==> src/rtl/uart_rx_fifo_if.sv <==
// rtl/uart_rx_fifo_if.sv - byte stream from the receive FIFO head to its consumer
//
// Purpose: carries the FIFO head byte with a valid/ready pop handshake.
// Ports (signals):
//   data   FIFO head byte, meaningful while valid=1
//   valid  FIFO not empty
//   ready  consumer pop request; a pop happens when valid & ready
// Modports: master = FIFO side, slave = consumer side.
interface uart_rx_fifo_if;
   logic [7:0] data;
   logic       valid;
   logic       ready;

   modport master (output data, output valid, input ready);
   modport slave  (input data, input valid, output ready);
endinterface

==> src/rtl/uart_rx_fifo.sv <==
// rtl/uart_rx_fifo.sv - UART 8N1 receiver feeding a first-word fall-through byte FIFO
//
// Purpose: samples uart_rxd through a 2-FF synchronizer, assembles 8N1 bytes LSB first
// and buffers them in a 2**FIFO_AW deep circular FIFO popped through a valid/ready port.
// Ports:
//   s00_axi_aclk    system clock, rising edge
//   s00_axi_areset  synchronous reset, active-high
//   uart_rxd        asynchronous serial input, idle high
//   m               master side of the FIFO head stream (data/valid/ready)
//   fifo_count      bytes held, 0..2**FIFO_AW
//   rx_active       1 while the receiver is not idle
//   frame_err       1-cycle pulse: stop bit sampled low
//   overrun_err     1-cycle pulse: good byte dropped because the FIFO was full
//   o_SM_Main       receiver state code IDLE=0 START=1 DATA=2 STOP=3 CLEANUP=4
module uart_rx_fifo #(
   parameter int CLKS_PER_BIT = 868,
   parameter int FIFO_AW      = 4
) (
   input  logic             s00_axi_aclk,
   input  logic             s00_axi_areset,
   input  logic             uart_rxd,
   uart_rx_fifo_if.master   m,
   output logic [FIFO_AW:0] fifo_count,
   output logic             rx_active,
   output logic             frame_err,
   output logic             overrun_err,
   output logic [2:0]       o_SM_Main
);

   localparam int CW    = $clog2(CLKS_PER_BIT);
   localparam int DEPTH = 1 << FIFO_AW;
   localparam logic [CW-1:0]    CNT_HALF   = CW'((CLKS_PER_BIT - 1) / 2);
   localparam logic [CW-1:0]    CNT_LAST   = CW'(CLKS_PER_BIT - 1);
   localparam logic [FIFO_AW:0] COUNT_FULL = (FIFO_AW + 1)'(DEPTH);

   typedef enum logic [2:0] {
      IDLE    = 3'd0,
      START   = 3'd1,
      DATA    = 3'd2,
      STOP    = 3'd3,
      CLEANUP = 3'd4
   } state_t;

   state_t             state;
   state_t             state_next;
   logic               rxd_meta;
   logic               rxd_s;
   logic [CW-1:0]      clk_cnt;
   logic [2:0]         bit_idx;
   logic [7:0]         shift_reg;
   logic [7:0]         mem [DEPTH];
   logic [FIFO_AW-1:0] rd_ptr;
   logic [FIFO_AW-1:0] wr_ptr;
   logic               half_hit;
   logic               bit_done;
   logic               stop_sample;
   logic               push_req;
   logic               push;
   logic               pop;
   logic               full;

   // Synchronizer resets to the idle line level so a reset never looks like a start bit.
   always_ff @(posedge s00_axi_aclk) begin
      if (s00_axi_areset) begin
         rxd_meta <= 1'b1;
         rxd_s    <= 1'b1;
      end else begin
         rxd_meta <= uart_rxd;
         rxd_s    <= rxd_meta;
      end
   end

   assign half_hit = (clk_cnt == CNT_HALF);
   assign bit_done = (clk_cnt == CNT_LAST);

   always_ff @(posedge s00_axi_aclk) begin
      if (s00_axi_areset) begin
         state <= IDLE;
      end else begin
         state <= state_next;
      end
   end

   always_comb begin
      state_next = state;
      case (state)
         IDLE:    if (!rxd_s) state_next = START;
         // A start bit that is high again at its midpoint was a glitch.
         START:   if (half_hit) state_next = rxd_s ? IDLE : DATA;
         DATA:    if (bit_done && (bit_idx == 3'd7)) state_next = STOP;
         STOP:    if (bit_done) state_next = CLEANUP;
         CLEANUP: state_next = IDLE;
         default: state_next = IDLE;
      endcase
   end

   always_comb begin
      rx_active   = (state != IDLE);
      o_SM_Main   = state;
      stop_sample = (state == STOP) && bit_done;
      push_req    = stop_sample && rxd_s;
   end

   // clk_cnt restarts on every state change and at the end of each data bit, so data
   // and stop samples land one full bit period after the mid-start-bit point.
   always_ff @(posedge s00_axi_aclk) begin
      if (s00_axi_areset) begin
         clk_cnt   <= '0;
         bit_idx   <= 3'd0;
         shift_reg <= 8'd0;
      end else begin
         if ((state_next != state) || bit_done) begin
            clk_cnt <= '0;
         end else begin
            clk_cnt <= clk_cnt + 1'b1;
         end
         if (state == START) begin
            bit_idx <= 3'd0;
         end
         if ((state == DATA) && bit_done) begin
            shift_reg <= {rxd_s, shift_reg[7:1]};
            bit_idx   <= bit_idx + 3'd1;
         end
      end
   end

   assign full    = (fifo_count == COUNT_FULL);
   assign m.valid = (fifo_count != '0);
   assign m.data  = mem[rd_ptr];
   assign pop     = m.valid && m.ready;
   // A pop in the same cycle frees a slot, so a full FIFO still accepts the byte.
   assign push    = push_req && (!full || pop);

   always_ff @(posedge s00_axi_aclk) begin
      if (push) begin
         mem[wr_ptr] <= shift_reg;
      end
   end

   always_ff @(posedge s00_axi_aclk) begin
      if (s00_axi_areset) begin
         rd_ptr      <= '0;
         wr_ptr      <= '0;
         fifo_count  <= '0;
         frame_err   <= 1'b0;
         overrun_err <= 1'b0;
      end else begin
         if (push) wr_ptr <= wr_ptr + 1'b1;
         if (pop)  rd_ptr <= rd_ptr + 1'b1;
         case ({push, pop})
            2'b10:   fifo_count <= fifo_count + 1'b1;
            2'b01:   fifo_count <= fifo_count - 1'b1;
            default: fifo_count <= fifo_count;
         endcase
         frame_err   <= stop_sample && !rxd_s;
         overrun_err <= push_req && !push;
      end
   end

endmodule
==> src/flat_wrapper.sv <==
// flat-port wrapper written by rule: the top's interface ports become plain ports
module uart_rx_fifo_flat 
#(
   parameter int CLKS_PER_BIT = 868,
   parameter int FIFO_AW      = 4
)
  (s00_axi_aclk, s00_axi_areset, uart_rxd, fifo_count, rx_active, frame_err, overrun_err, o_SM_Main, m_data, m_valid, m_ready);
  uart_rx_fifo_if m_i ();
  input  logic s00_axi_aclk;
  input  logic s00_axi_areset;
  input  logic uart_rxd;
  output logic [FIFO_AW:0] fifo_count;
  output logic rx_active;
  output logic frame_err;
  output logic overrun_err;
  output logic [2:0] o_SM_Main;
  output wire logic [$bits(m_i.data)-1:0] m_data;
  output wire logic [$bits(m_i.valid)-1:0] m_valid;
  input wire logic [$bits(m_i.ready)-1:0] m_ready;
  assign m_data = m_i.data;
  assign m_valid = m_i.valid;
  assign m_i.ready = m_ready;
  uart_rx_fifo #(.CLKS_PER_BIT(CLKS_PER_BIT), .FIFO_AW(FIFO_AW)) u_core (.s00_axi_aclk(s00_axi_aclk), .s00_axi_areset(s00_axi_areset), .uart_rxd(uart_rxd), .m(m_i), .fifo_count(fifo_count), .rx_active(rx_active), .frame_err(frame_err), .overrun_err(overrun_err), .o_SM_Main(o_SM_Main));
endmodule
==> config.mk <==
export PLATFORM = sky130hd
export DESIGN_NAME = uart_rx_fifo_flat
export DESIGN_NICKNAME = d
export VERILOG_FILES = /design/src/rtl/uart_rx_fifo_if.sv /design/src/rtl/uart_rx_fifo.sv /design/src/flat_wrapper.sv
export SDC_FILE = /design/constraint.sdc
export NUM_CORES = 1
export LEC_CHECK = 0
export BUFFER_PORTS_ARGS = -buffer_cell sky130_fd_sc_hd__buf_2
export CORE_MARGIN = 2
export CORE_UTILIZATION = 61
export CTS_CLUSTER_DIAMETER = 40
export DETAILED_ROUTE_END_ITERATION = 6
export PLACE_DENSITY = 0.83
export SYNTH_ARGS = -nofsm -noshare
export SYNTH_HDL_FRONTEND = slang
export SYNTH_SLANG_ARGS = --single-unit
==> constraint.sdc <==
create_clock -name s00_axi_aclk -period 4.7 [get_ports s00_axi_aclk]
set_clock_uncertainty 0.05 [all_clocks]
set_input_delay 0.705 -clock s00_axi_aclk [delete_from_list [all_inputs] [get_ports s00_axi_aclk]]
set_output_delay 0.705 -clock s00_axi_aclk [all_outputs]
set_load 0.02 [all_outputs]
==> out/metrics.cfg <==
[yosys]
synth_compound_area_share_pct = 5.003
synth-edff-count = 128
ys_warn_count = 0
syn_area_per_cell_um2 = 15.38
yosysSeqAreaShare_pct = 68.24
ys_ff_latch = 173
synthMuxAreaShare_pct = 10.82
synth_ff_type = edfxtp_1
ys_types = 51
netlist_area_um2 = 6953
async_flop_share_pct = 0
synth-xor-area-share_pct = 1.638
synth_top_family_by_area = multiplexers
syn_inst = 452
syn-num-nets = 470
synthAdderAreaFrac_pct = 2.627
synth-simple-area-share_pct = 9.699

[floorplan]
die_x_um = 110.8
die_h_um = 110.8
ios = 24
core_area_um2 = 10980
die_area_um2 = 12270
rows = 38
floorplan.initialDensity_pct = 63.31

[detailed_routing]
drc = 0
ant_nets = 0
wl_per_cell_um = 21.15
firstDrtPassIters = 5
routed_wl_um = 13220
vias = 3894
vias_per_cell = 6.230
drt_iter0_markers = 466

[setup_path]
crit_path_start_kind = flop
cp_data_required_time_ns = 4.96
path_cells = ha_1 > nand4bb_1 > or4_4 > nor2_2 > inv_1 > ha_1 > ha_1 > nand2b_1 > a21oi_1 > mux2i_1 > mux2_2
cp_slowest_cell = or4_4
cp_max_fo = 17
crit_family = simple AND/OR/NAND/NOR gates
crit_path_end = u_core.fifo_count[4]$_SDFFE_PP0P_
rrSetupSlack_ns = 1.03
endpoint_kind = flop
cp.arrival_ns = 3.93
crit_top_cell = ha_1
slowest_delay_ns = 0.64
critical_path.startpoint = u_core.clk_cnt[0]$_SDFF_PP0_
cp.depth = 11
r2r_cells = 11
critPathKind = flop to flop
r2r-start = u_core.clk_cnt[0]$_SDFF_PP0_
timing.rr.end = u_core.fifo_count[4]$_SDFFE_PP0P_
crit_buf_inv = 1

[sta]
fin_crit_ns = 3.667
rsz0062_at_grt = false
slew_headroom_pct = 37.87
tightest_slew_ns = 0.9175
period_share_pct = 78.02
tns_ns = 0
setup_violations = 0
maxSlewViolCount = 0
fmax_mhz = 272.7
finalHoldViolations = 0

[run]
drv_cap = 0

[clocking]
cts_setup_buffers = 0
cts_num_sinks = 173
cts_resized = 0
clk_pin_slew_ns = 0.06
cts_tree = done
clkLatencyLatePin_ns = 0.42
numCtsBuffers = 17
clockBufferDepth = 2
ctsHoldBuffers = 0
cts_root_buf = clkbuf_16
htreeDepth = 4

[global_routing]
track_usage_pct = 23.11
grt_max_degree = 35
gr-usage-met1_pct = 32.35
grt_pass1_wl_um = 21090
grt_pass1_vias = 3828
busiest_layer = met2
antenna_found_initial = 0
globalRouteOverflowTotal = 0
met2_usage_pct = 36.11
grtUsageMet3_pct = 4.210

[finish]
instances_no_fill = 625
mostFrequentLayoutCell = edfxtp_1
fillCellCount = 722
drive_gt1_share_pct = 18.56
area_delta_synth_final_pct = 10.10
n_antenna_cell = 0
nNetsFinal = 491
largest_register_ff_count = 128
final_cell_mix = edfxtp_1, dfxtp_1, nor2_1

[power_and_ir_drop]
p_int_mw = 2.285
power.switching_mw = 0.5459
worst_ir_drop_vdd_uv = 243.3
total_power_mw = 2.831
clockPowerShare_pct = 41.9
sw_frac_of_total_pct = 19.29
p_leak_nw = 2.628
seqPwrFrac_pct = 57.4
pwr-share-comb_pct = 0.7
power_density_nw_per_um2 = 369.8

[placement]
hpwl_um = 8379
port_buffers = 23
gp_congestion = 0.8560
placed_cells = 594

[outcome]
status = complete, no violations

[hold_path]
hold_class = flop to flop

-- power by group through the flow --
stage | logic [mW] | registers [mW] | clock network [mW]
2_1_floorplan | 0.0137 | 1.66 | 0
3_3_place_gp | 0.0183 | 1.66 | 0
6_report | 0.0194 | 1.63 | 1.19
4_1_cts | 0.0197 | 1.63 | 1.20
3_5_place_dp | 0.0197 | 1.66 | 0
5_1_grt | 0.0222 | 1.63 | 1.26
-- routing by layer --
| layer | wire [um] | vias up |
|---|---|---|
| li1 | - | 1774 |
| met1 | 5414 | 1951 |
| met2 | 6613 | 144 |
| met3 | 856 | 25 |
| met4 | 332 | 0 |
| met5 | 0 | - |
-- final cells by class --
type                    instances  area (um2)  area share [%]
multi-input cells             245        2071           27.05
well taps                     140       175.2           2.288
clock inverters                11       53.80          0.7028
inverters                      11       41.29          0.5394
flip-flops and latches        173        4747           62.01
repair buffers                 25       130.1           1.700
clock buffers                  20       436.7           5.704
-- cells in the mapped netlist, types with 7 or more instances --
cell | instances | area [um2]
a21oi_1 | 19 | 95.09
a22oi_1 | 16 | 120.1
and3_1 | 15 | 93.84
buf_1 | 7 | 26.28
clkbuf_1 | 13 | 48.80
dfxtp_1 | 45 | 900.9
edfxtp_1 | 128 | 3844
ha_1 | 13 | 162.7
inv_1 | 11 | 41.29
mux4_2 | 32 | 720.7
nand2_1 | 32 | 120.1
nand3_1 | 9 | 45.04
nor2_1 | 34 | 127.6
xor2_1 | 11 | 96.34
-- through the flow --
stage                     util (%)  hold slack (ns)  area, um2  setup WS [ns]
after floorplan                  -           0.3395       6953          1.347
after global placement       65.23           0.3517       7164          1.277
after detailed placement     65.23           0.3493       7164          1.099
after CTS                    69.70           0.3631       7655          1.078
after global routing         69.70           0.3763       7655         0.8016
final                        69.70           0.3618       7655          1.033
-- how the worst min path moves through the flow --
| stage | start | end | slack, ns | cells after the start |
|---|---|---|---|---|
| finish | u_core.rxd_meta$_SDFF_PP1_ | u_core.rxd_s$_SDFF_PP1_ | 0.36 | 1 |
| global route | u_core.rxd_meta$_SDFF_PP1_ | u_core.rxd_s$_SDFF_PP1_ | 0.38 | 1 |
| CTS | u_core.rxd_meta$_SDFF_PP1_ | u_core.rxd_s$_SDFF_PP1_ | 0.36 | 1 |
| detailed placement | u_core.rxd_meta$_SDFF_PP1_ | u_core.rxd_s$_SDFF_PP1_ | 0.35 | 1 |
| global placement | u_core.rxd_meta$_SDFF_PP1_ | u_core.rxd_s$_SDFF_PP1_ | 0.35 | 1 |
| floorplan | u_core.rxd_meta$_SDFF_PP1_ | u_core.rxd_s$_SDFF_PP1_ | 0.34 | 1 |
-- cell families (layout without fill, tap and decap cells) --
family / after synthesis / in the layout
buffers and inverters: 34 / 67
and+or+nand+nor: 130 / 130
xor gates and xnor gates: 13 / 13
adders and majority gates: 14 / 14
AOI/OAI and AO/OA: 53 / 53
muxes: 35 / 35
DFF: 173 / 173
Power figures use the tool's default switching activity.
